### src/rtl/g15_pkg.sv
// Shared drum-timing constants, sequencer state type and transfer-length helper
// for the G-15 command sequencer slice.
package g15_pkg;

    localparam int unsigned WORD_BITS      = 29;
    localparam int unsigned WORDS_PER_LINE = 108;

    typedef logic [4:0] bit_num_t;
    typedef logic [6:0] word_cnt_t;

    localparam bit_num_t LAST_BIT = bit_num_t'(WORD_BITS - 1);

    typedef enum logic [2:0] {
        ST_HALT,
        ST_WAIT_N,
        ST_READ_CMD,
        ST_WAIT_T,
        ST_XFER
    } seq_state_t;

    // Counter holds "words remaining after this one". A request of 107 means a
    // full 108-word line; otherwise 0 and 1 both mean a single word.
    function automatic word_cnt_t xfer_count_load(input word_cnt_t words);
        if (words == word_cnt_t'(WORDS_PER_LINE - 1))
            return words;
        else if (words == '0)
            return '0;
        else
            return words - word_cnt_t'(1);
    endfunction

endpackage

### src/rtl/command_state_sequencer_if.sv
// Drum timing, command fields and status bundle between the drum/command logic
// and the command state sequencer.
interface command_state_sequencer_if;
    import g15_pkg::*;

    logic      BIT_TICK;
    logic      T0;
    logic      N_MATCH;
    logic      T_MATCH;
    logic      IMMEDIATE;
    word_cnt_t XFER_WORDS;
    logic      GO;
    logic      SINGLE_CMD;

    logic      RC;
    logic      TR;
    logic      WAIT_RC;
    logic      WAIT_TR;
    logic      CR;
    bit_num_t  BIT_NUM;
    logic      HALTED;
    logic      CMD_DONE;

    modport master (
        output BIT_TICK, T0, N_MATCH, T_MATCH, IMMEDIATE, XFER_WORDS, GO, SINGLE_CMD,
        input  RC, TR, WAIT_RC, WAIT_TR, CR, BIT_NUM, HALTED, CMD_DONE
    );

    modport slave (
        input  BIT_TICK, T0, N_MATCH, T_MATCH, IMMEDIATE, XFER_WORDS, GO, SINGLE_CMD,
        output RC, TR, WAIT_RC, WAIT_TR, CR, BIT_NUM, HALTED, CMD_DONE
    );

endinterface

### src/rtl/bit_time_counter.sv
// Drum bit-time counter: advances per BIT_TICK, wraps after the last bit and is
// resynchronised to bit 0 by the word-start mark.
module bit_time_counter
    import g15_pkg::*;
(
    input  logic     CLOCK,
    input  logic     rst,
    input  logic     BIT_TICK,
    input  logic     T0,
    output bit_num_t BIT_NUM
);

    always_ff @(posedge CLOCK) begin
        if (rst) begin
            BIT_NUM <= '0;
        end else if (BIT_TICK) begin
            if (T0 || BIT_NUM == LAST_BIT)
                BIT_NUM <= '0;
            else
                BIT_NUM <= BIT_NUM + bit_num_t'(1);
        end
    end

endmodule

### src/rtl/command_state_sequencer.sv
// Command state sequencer: waits for the next-command word, reads it, waits for
// the T word unless immediate, then runs the transfer for the requested length.
module command_state_sequencer
    import g15_pkg::*;
(
    input  logic                      CLOCK,
    input  logic                      rst,
    command_state_sequencer_if.slave  bus
);

    seq_state_t state;
    seq_state_t state_nx;
    word_cnt_t  word_cnt;
    bit_num_t   bit_num;
    logic       cr_q;
    logic       done_q;
    logic       word_start;
    logic       xfer_end;

    assign word_start = bus.BIT_TICK & bus.T0;
    assign xfer_end   = (state == ST_XFER) && word_start && (word_cnt == '0);

    bit_time_counter u_bit_time_counter (
        .CLOCK    (CLOCK),
        .rst      (rst),
        .BIT_TICK (bus.BIT_TICK),
        .T0       (bus.T0),
        .BIT_NUM  (bit_num)
    );

    always_ff @(posedge CLOCK) begin
        if (rst)
            state <= ST_HALT;
        else
            state <= state_nx;
    end

    always_comb begin
        state_nx = state;
        if (bus.BIT_TICK) begin
            case (state)
                ST_HALT:
                    if (bus.GO)
                        state_nx = ST_WAIT_N;
                ST_WAIT_N:
                    if (!bus.GO)
                        state_nx = ST_HALT;
                    else if (bus.T0 && bus.N_MATCH)
                        state_nx = ST_READ_CMD;
                ST_READ_CMD:
                    // A T match on the closing word mark skips WAIT_T entirely.
                    if (bus.T0)
                        state_nx = (bus.IMMEDIATE || bus.T_MATCH) ? ST_XFER : ST_WAIT_T;
                ST_WAIT_T:
                    if (bus.T0 && bus.T_MATCH)
                        state_nx = ST_XFER;
                ST_XFER:
                    if (xfer_end) begin
                        if (!bus.GO || bus.SINGLE_CMD)
                            state_nx = ST_HALT;
                        else if (bus.N_MATCH)
                            state_nx = ST_READ_CMD;
                        else
                            state_nx = ST_WAIT_N;
                    end
                default:
                    state_nx = ST_HALT;
            endcase
        end
    end

    always_ff @(posedge CLOCK) begin
        if (rst) begin
            word_cnt <= '0;
            cr_q     <= 1'b0;
            done_q   <= 1'b0;
        end else begin
            // Shift strobe follows ticks that land on bit times 1..28 of the command word.
            cr_q   <= bus.BIT_TICK && !bus.T0 && (state == ST_READ_CMD) && (bit_num != LAST_BIT);
            done_q <= xfer_end;
            if (state == ST_READ_CMD && word_start)
                word_cnt <= xfer_count_load(bus.XFER_WORDS);
            else if (state == ST_XFER && word_start && word_cnt != '0)
                word_cnt <= word_cnt - word_cnt_t'(1);
        end
    end

    always_comb begin
        bus.RC       = (state == ST_READ_CMD);
        bus.TR       = (state == ST_XFER);
        bus.WAIT_RC  = (state == ST_WAIT_N);
        bus.WAIT_TR  = (state == ST_WAIT_T);
        bus.HALTED   = (state == ST_HALT);
        bus.CR       = cr_q;
        bus.CMD_DONE = done_q;
        bus.BIT_NUM  = bit_num;
    end

endmodule

### src/flat_wrapper.sv
// flat-port wrapper written by rule: the top's interface ports become plain ports
module command_state_sequencer_flat import g15_pkg::*;
  (CLOCK, rst, bus_BIT_TICK, bus_T0, bus_N_MATCH, bus_T_MATCH, bus_IMMEDIATE, bus_XFER_WORDS, bus_GO, bus_SINGLE_CMD, bus_RC, bus_TR, bus_WAIT_RC, bus_WAIT_TR, bus_CR, bus_BIT_NUM, bus_HALTED, bus_CMD_DONE);
  command_state_sequencer_if bus_i ();
  input  logic CLOCK;
  input  logic rst;
  input wire logic [$bits(bus_i.BIT_TICK)-1:0] bus_BIT_TICK;
  input wire logic [$bits(bus_i.T0)-1:0] bus_T0;
  input wire logic [$bits(bus_i.N_MATCH)-1:0] bus_N_MATCH;
  input wire logic [$bits(bus_i.T_MATCH)-1:0] bus_T_MATCH;
  input wire logic [$bits(bus_i.IMMEDIATE)-1:0] bus_IMMEDIATE;
  input wire logic [$bits(bus_i.XFER_WORDS)-1:0] bus_XFER_WORDS;
  input wire logic [$bits(bus_i.GO)-1:0] bus_GO;
  input wire logic [$bits(bus_i.SINGLE_CMD)-1:0] bus_SINGLE_CMD;
  output wire logic [$bits(bus_i.RC)-1:0] bus_RC;
  output wire logic [$bits(bus_i.TR)-1:0] bus_TR;
  output wire logic [$bits(bus_i.WAIT_RC)-1:0] bus_WAIT_RC;
  output wire logic [$bits(bus_i.WAIT_TR)-1:0] bus_WAIT_TR;
  output wire logic [$bits(bus_i.CR)-1:0] bus_CR;
  output wire logic [$bits(bus_i.BIT_NUM)-1:0] bus_BIT_NUM;
  output wire logic [$bits(bus_i.HALTED)-1:0] bus_HALTED;
  output wire logic [$bits(bus_i.CMD_DONE)-1:0] bus_CMD_DONE;
  assign bus_i.BIT_TICK = bus_BIT_TICK;
  assign bus_i.T0 = bus_T0;
  assign bus_i.N_MATCH = bus_N_MATCH;
  assign bus_i.T_MATCH = bus_T_MATCH;
  assign bus_i.IMMEDIATE = bus_IMMEDIATE;
  assign bus_i.XFER_WORDS = bus_XFER_WORDS;
  assign bus_i.GO = bus_GO;
  assign bus_i.SINGLE_CMD = bus_SINGLE_CMD;
  assign bus_RC = bus_i.RC;
  assign bus_TR = bus_i.TR;
  assign bus_WAIT_RC = bus_i.WAIT_RC;
  assign bus_WAIT_TR = bus_i.WAIT_TR;
  assign bus_CR = bus_i.CR;
  assign bus_BIT_NUM = bus_i.BIT_NUM;
  assign bus_HALTED = bus_i.HALTED;
  assign bus_CMD_DONE = bus_i.CMD_DONE;
  command_state_sequencer u_core (.CLOCK(CLOCK), .rst(rst), .bus(bus_i));
endmodule
### config.mk
export PLATFORM = sky130hd
export DESIGN_NAME = command_state_sequencer_flat
export DESIGN_NICKNAME = d
export VERILOG_FILES = /design/src/rtl/g15_pkg.sv /design/src/rtl/command_state_sequencer_if.sv /design/src/rtl/bit_time_counter.sv /design/src/rtl/command_state_sequencer.sv /design/src/flat_wrapper.sv
export SDC_FILE = /design/constraint.sdc
export NUM_CORES = 1
export LEC_CHECK = 0
export BUFFER_PORTS_ARGS = -buffer_cell sky130_fd_sc_hd__buf_2
export CORE_MARGIN = 2
export CORE_UTILIZATION = 30
export DETAILED_ROUTE_END_ITERATION = 8
export PLACE_DENSITY = 0.5
export SYNTH_ARGS = -nofsm -noshare
export SYNTH_HDL_FRONTEND = slang
export SYNTH_SLANG_ARGS = --single-unit
### constraint.sdc
create_clock -name CLOCK -period 3.55 [get_ports CLOCK]
set_input_delay 0.8875 -clock CLOCK [delete_from_list [all_inputs] [get_ports CLOCK]]
set_output_delay 0.8875 -clock CLOCK [all_outputs]
set_load 0.05 [all_outputs]
==> key figures, run 1 <==
Timing
  – Fin Setup TNS: 0 ns
  – Max Freq: 409.3 MHz
  – Worst slew margin: 60.99%
  – Slew @ Worst Pin: 0.5773 ns
  – Hold Violations, Final: 0
  – WHS: 0.5322 ns
  – Pins Over Slew Limit: 0
  – Fin crit period: 2.443 ns
  – RSZ-0062 raised after global routing: no
  – Worst clock skew: 0.001711 ns
  – Setup violations, final: 0
  – Final worst path period share: 68.82%

Place
  – Port-buffer cells: 27
  – Hpwl dp: 2464 um
  – Cell count after placement: 227
  – GP Congestion: 0.7824

Die
  – Die area: 0.004752 mm^2
  – Initial Util: 31.40%
  – Die W: 68.94 um
  – Row Count: 23
  – Core area: 0.004029 mm^2
  – Die height: 68.94 um
  – Top Ports: 28

Route
  – DR iter-0 viols: 30
  – Detail Route Antenna Nets: 0
  – Routed WL per cell: 13.47 um
  – Vias/cell: 5.216
  – DRC violations left: 0
  – Drt pass-1 iters: 4
  – Via count: 1205
  – Post-Route WL: 3112 um

Cells and area
  – P&R area growth vs syn: 18.20%
  – N_diodes: 0
  – Fraction of layout cells with a size suffix above 1: 22.65%
  – Final net count: 205
  – Finished Layout Cells: 231

Yosys
  – Post-synth cell types: 53
  – Most used DFF post-synth: dfxtp_1
  – Post-synth design cell area: 0.001265 mm^2
  – FF+latch count, synth: 17
  – Synth Area per Inst: 8.268 um^2
  – Post-synth EDFFs: 0
  – Synth warn: 0
  – Synthesized net count: 176
  – Yosys top cell by area: dfxtp_1
  – Synth cell count leaders: dfxtp_1 (17), nor2_1 (15), inv_1 (10)
  – Cells after synthesis: 153
  – Top-count cell post-synth: dfxtp_1
  – Synth async-reset ratio: 0%
  – Top cell type's share of synthesized area: 26.90%
  – Largest cells by area after synthesis: dfxtp_1 (27%), ha_1 (6.9%), nor2_1 (4.5%), xor2_1 (3.5%), inv_1 (3.0%)
  – Seq/Total Area, Yosys: 26.90%

Worst setup path
  – Critical path endpoint category: output pin
  – Worst Path Arrival: 1.56 ns
  – RR Startpoint: u_core.state[1]$_SDFFE_PP0P_
  – RR Endpoint: u_core.word_cnt[6]$_SDFFE_PP0P_
  – Crit path cell chain: nor3b_1 -> buf_2
  – Critical path fanouts, max: 11
  – FF-to-FF setup slack: 1.62 ns
  – Worst Setup SP: u_core.state[1]$_SDFFE_PP0P_
  – CP max-delay cell: dfxtp_1
  – CP top delay family: flip-flops
  – Slowest cell delay on critical path: 0.53 ns
  – Reg2Reg Depth: 4
  – CP required: 2.66 ns
  – Worst path bufs/invs: 1
  – Crit path kind: flop to output pin
  – Critical Path Start Type: flop

Worst hold path
  – Hold depth: 2
  – Min-delay src: u_core.word_cnt[3]$_SDFFE_PP0P_
  – Worst Hold Path EP: u_core.word_cnt[3]$_SDFFE_PP0P_
  – Worst hold path class: flop to flop

CTS
  – Postcts setup bufs: 0
  – CTS Buf Count: 3
  – CTS root buf: clkbuf_8
  – Hold buffers post-CTS: 0
  – CTS tree: built
  – Clock buffer depth: 2
  – Resized cells post-CTS: 0
  – CTS H-Tree Depth: 1
  – Clock insertion delay at the later pin of the skew report: 0.25 ns
  – CTS sink cnt: 17
  – Clk pin slew, worst setup/hold paths: 0.07 ns

Pwr
  – Max VDD drop: 0.1073 mV
  – Pwr Density: 295.5 mW/mm^2
  – Leakage power: 0.6161 nW

Global route
  – GRT Total Usage: 13.63%
  – Gr ovfl total: 0
  – Initial antenna violation count: 0
  – Number of global-route vias before repair: 1134
  – Largest net degree at the start of global routing: 18
  – First-pass GRT wire length: 4926 um

Outcome
  – Status: complete, no violations

Run
  – Max-cap viol count: 0
## layout by cell type, fill, tap and decap left out, types with 2 or more instances in the layout
cell,netlist,layout
a21boi_0,2,2
a21o_1,2,2
a21oi_1,4,4
a311oi_1,2,2
a41o_1,2,2
buf_2,1,27
clkbuf_8,0,3
dfxtp_1,17,17
ha_1,7,7
inv_1,10,10
mux2i_1,3,3
nand2_1,9,9
nand2b_1,6,6
nand3_1,5,5
nand4_1,6,6
nor2_1,15,15
nor3_1,5,5
nor3b_1,3,3
nor4_1,2,2
o21ai_0,4,4
o22ai_1,2,2
or2_2,2,2
or3_1,5,5
or4_1,2,2
xnor2_1,3,3
xor2_1,5,5
## kinds of logic after synthesis
family | Yosys count | synth area share, %
compound gates | 32 | 19.78
xor+xnor | 8 | 5.539
fa+ha+maj | 7 | 6.924
buf+inv | 14 | 4.253
flops | 17 | 26.90
mux | 6 | 5.341
simple gates | 69 | 31.26
## worst register-to-register path, stage by stage, from the launching register on
cell	delay [ns]
dfxtp_1	0.53
nor3b_1	0.43
nand2_1	0.28
a311oi_1	0.48
a311oi_1	0.09
## per-stage QoR
stage	total power, mW	cell area, um^2	utilization [%]	setup slack [ns]
after floorplan	0.2689	1265	-	0.8564
after global placement	0.2975	1450	35.99	1.080
after detailed placement	0.2993	1450	35.99	1.010
after CTS	0.4445	1495	37.11	1.081
after global routing	0.4599	1495	37.11	1.003
final	0.4419	1495	37.11	1.107
## worst max-delay path by stage
| stage | endpoint | cells past startpoint | slack [ns] |
|---|---|---|---|
| CTS | bus_RC | 2 | 1.08 |
| detailed placement | u_core.word_cnt[6]$_SDFFE_PP0P_ | 5 | 1.01 |
| finish | bus_RC | 2 | 1.11 |
| floorplan | bus_RC | 2 | 0.86 |
| global route | bus_RC | 2 | 1.00 |
| global placement | u_core.word_cnt[6]$_SDFFE_PP0P_ | 5 | 1.08 |
## state kept, by name, summed over array words and instances, names as in the netlist
| name | flops |
|---|---|
| u_core.bus.CMD_DONE | 1 |
| u_core.bus.CR | 1 |
| u_core.state | 3 |
| u_core.u_bit_time_counter.BIT_NUM | 5 |
| u_core.word_cnt | 7 |
## final cells by class
class | count | area (um^2)
tap | 50 | 62.56
inverter | 11 | 41.29
sequential | 17 | 340.3
multi-input combinational | 122 | 870.8
timing repair buffer | 27 | 135.1
clock buffer | 4 | 45.04
fill | 433 | 2534
## power by group
part / leakage, nW / switching (mW) / internal [mW] / total [mW]
logic: 0.456 / 0.0604 / 0.0331 / 0.0935
clock network: 0.0228 / 0.0669 / 0.0796 / 0.147
registers: 0.137 / 0.00698 / 0.195 / 0.202
total: 0.616 / 0.134 / 0.308 / 0.442
## metal layers
metal / track usage, % / share of wire [%] / vias to the layer above
met5: 0 / 0 / -
met4: 5.882 / 1.1 / 0
met1: 15.88 / 45 / 555
met3: 0.6494 / 3.5 / 2
li1: - / - / 621
met2: 25.60 / 50 / 27
Note: power is estimated with default switching activity, not from simulation.
==> run 2: changes to the inputs <==
- ABC_AREA: not set -> 1
- clock period: 3.55 -> 2.3 ns (I/O delays scaled with it)
==> key figures, run 2 <==
Outcome
  – Status: complete, no violations

Timing
  – Fin Setup TNS: 0 ns (unchanged)
  – Worst clock skew: 0.002467 ns (+0.0007556 ns)
  – Fin crit period: 1.983 ns
  – Final worst path period share: 86.21%
  – Pins Over Slew Limit: 0 (unchanged)
  – Setup violations, final: 0 (unchanged)
  – Slew @ Worst Pin: 0.3467 ns (-0.2306 ns)
  – Final setup margin: 0.3172 ns (-0.7897 ns)
  – Max Freq: 504.3 MHz
  – RSZ-0062 raised after global routing: no
  – Worst slew margin: 76.71% (+16 points)
  – Hold Violations, Final: 0 (unchanged)

Worst setup path
  – Worst path bufs/invs: 2 (+1)
  – Slowest cell delay on critical path: 0.41 ns (-0.12 ns)
  – CP top delay family: buffers and inverters
  – FF-to-FF setup slack: 0.81 ns (-0.81 ns)
  – Critical path fanouts, max: 5 (-6)
  – CP max-delay cell: dfxtp_1
  – Worst Path Arrival: 1.41 ns (-0.15 ns)
  – Crit path kind: flop to output pin
  – Critical Path Start Type: flop
  – Crit path cell chain: inv_1 -> nor3_1 -> buf_2
  – Critical path endpoint category: output pin
  – CP required: 1.73 ns (-0.93 ns)

Yosys
  – Most used DFF post-synth: dfxtp_1
  – Post-synth EDFFs: 0 (unchanged)
  – Cells after synthesis: 217 (+42%)
  – Post-synth cell types: 24 (-55%)
  – Yosys top cell by area: dfxtp_1
  – Synth warn: 0 (unchanged)
  – Top-count cell post-synth: nand2_1
  – Synth cell count leaders: nand2_1 (47), nor2_1 (41), inv_1 (40)
  – Synthesized net count: 240 (+36%)
  – Seq/Total Area, Yosys: 26.03% (-0.88 points)
  – Largest cells by area after synthesis: dfxtp_1 (26%), nand2_1 (13%), nor2_1 (12%), inv_1 (11%), nand3_1 (7.3%)
  – Post-synth design cell area: 0.001308 mm^2 (+3.4%)
  – Top cell type's share of synthesized area: 26.03% (-0.88 points)
  – Synth Area per Inst: 6.025 um^2 (-27%)
  – Synth async-reset ratio: 0% (unchanged)
  – FF+latch count, synth: 17 (unchanged)

Die
  – Die W: 70.02 um (+1.6%)
  – Initial Util: 30.66% (-0.73 points)
  – Die area: 0.004902 mm^2 (+3.2%)
  – Top Ports: 28 (unchanged)
  – Core area: 0.004264 mm^2 (+5.8%)
  – Die height: 70.02 um (+1.6%)
  – Row Count: 24 (+4.3%)

Cells and area
  – P&R area growth vs syn: 18.66%
  – Biggest register: u_core.word_cnt
  – Biggest regs: u_core.word_cnt: 7 flops, u_core.u_bit_time_counter.BIT_NUM: 5 flops, u_core.state: 3 flops
  – Design area: 0.001551 mm^2 (+3.8%)
  – Max reg flops: 7 (unchanged)
  – Fraction of layout cells with a size suffix above 1: 15.38% (-7.3 points)
  – Utilization after layout: 36.39% (-0.73 points)
  – Final net count: 271 (+32%)
  – Most common cell after layout, fill and taps aside: nand2_1
  – Most frequent cells in the layout: nand2_1 (47), nor2_1 (41), inv_1 (40)
  – N_diodes: 0 (unchanged)

Global route
  – Number of global-route vias before repair: 1275 (+12%)
  – Largest net degree at the start of global routing: 12 (-6)
  – First-pass GRT wire length: 5292 um (+7.4%)
  – GRT Total Usage: 13.09% (-0.55 points)
  – Initial antenna violation count: 0 (unchanged)
  – Gr ovfl total: 0 (unchanged)

Route
  – Routed WL per cell: 9.625 um (-29%)
  – DRC violations left: 0 (unchanged)
  – DR iter-0 viols: 54 (+80%)
  – Via count: 1325 (+10%)
  – Post-Route WL: 2878 um (-7.5%)
  – Drt pass-1 iters: 5 (+1)
  – Vias/cell: 4.431 (-15%)
  – Detail Route Antenna Nets: 0 (unchanged)

Place
  – GP Congestion: 0.8277 (+5.8%)
  – Hpwl dp: 2392 um (-2.9%)
  – Port-buffer cells: 27 (unchanged)
  – Dpl cell area: 0.001503 mm^2 (+3.6%)
  – Pre-CTS worst setup slack: 0.6118 ns (-0.3978 ns)

Pwr
  – Pint: 656.0 uW (+110%)
  – Clock power share: 18.0% (-15 points)
  – Combinational share of power: 51.8% (+31 points)
  – Seq pwr share: 30.1% (-16 points)
  – Switching Power: 612.4 uW (+360%)
  – Pwr Density: 817.6 mW/mm^2 (+180%)
  – Leakage power: 0.8553 nW (+39%)
  – Tot Pwr: 1.268 mW (+190%)
  – Max VDD drop: 0.2253 mV (+110%)
  – Switching share of power: 48.28% (+18 points)

CTS
  – Postcts setup bufs: 0 (unchanged)
  – Resized cells post-CTS: 0 (unchanged)
  – CTS tree: built
  – Clk pin slew, worst setup/hold paths: 0.07 ns (about the same)
  – CTS Buf Count: 3 (unchanged)
  – CTS root buf: clkbuf_8
  – Hold buffers post-CTS: 0 (unchanged)
  – Clock buffer depth: 2 (unchanged)
  – CTS H-Tree Depth: 1 (unchanged)
  – CTS sink cnt: 17 (unchanged)
  – Clock insertion delay at the later pin of the skew report: 0.25 ns (about the same)

Worst hold path
  – Worst hold path class: flop to flop

Run
  – Max-cap viol count: 0 (unchanged)
## run 2: cell count changes in the layout (fill, tap and decap cells not counted), sizes merged, moves of 5 or more
cell,previous run,this run
or3,5,0
nand2,9,48
nand2b,6,0
nand3,5,20
nor2,15,44
inv,11,40
o21ai,5,15
## run 2: cell type report
type	instances	area, um^2
clock inverter	1	7.507
timing repair buffer	27	135.1
inverter	40	150.1
multi-input combinational	159	812.0
clock buffer	3	41.29
sequential	17	340.3
fill	496	2713
tap	52	65.06
## run 2: metrics by stage
| stage | cells | hold WS [ns] |
|---|---|---|
| 3_3_place_gp | 295 | 0.5076 |
| 3_5_place_dp | 295 | 0.5112 |
| 2_1_floorplan | 217 | 0.4760 |
| 4_1_cts | 299 | 0.5333 |
| 5_1_grt | 299 | 0.5499 |
| 6_report | 299 | 0.5323 |
## run 2: per-layer routing
metal / vias up / global-route usage [%] / routed length (um)
li1: 736 / - / -
met1: 562 / 16.13 / 1369
met2: 25 / 22.12 / 1344
met3: 2 / 2.742 / 129
met4: 0 / 5.342 / 34
met5: - / 0 / 0
## run 2: logic make-up (layout without fill, tap and decap cells)
logic type	count (synthesis)	count (layout)	synth area share, %
AND/OR/NAND/NOR	124	124	42.30
flip-flops	17	17	26.03
XOR/XNOR	7	7	4.689
buffers and inverters	41	71	11.87
AO/OA/AOI/OAI	21	21	8.421
adder cells (fa/ha/maj)	7	7	6.698
## run 2: worst paths after layout
check                                                                  startpoint                                           endpoint  depth (start not counted)
worst max register to register                    u_core.word_cnt[0]$_SDFFE_PP0P_                    u_core.word_cnt[2]$_SDFFE_PP0P_                         11
worst min register to register  u_core.u_bit_time_counter.BIT_NUM[1]$_SDFFE_PP0P_  u_core.u_bit_time_counter.BIT_NUM[1]$_SDFFE_PP0P_                          2
worst max-delay path                                 u_core.state[0]$_SDFFE_PP0P_                                        bus_WAIT_RC                          3
worst min-delay path            u_core.u_bit_time_counter.BIT_NUM[1]$_SDFFE_PP0P_  u_core.u_bit_time_counter.BIT_NUM[1]$_SDFFE_PP0P_                          2
## run 2: tightest hold or removal path: stages (launching register included)
cell	delay [ns]
dfxtp_1	0.34
inv_1	0.08
a211oi_1	0.07
## run 2: power groups by stage
stage / combinational, mW / sequential [mW] / clock [mW]
after floorplan: 0.512 / 0.395 / 0
after global placement: 0.668 / 0.390 / 0
after detailed placement: 0.661 / 0.389 / 0
after CTS: 0.664 / 0.382 / 0.245
after global routing: 0.753 / 0.386 / 0.258
final: 0.658 / 0.382 / 0.228
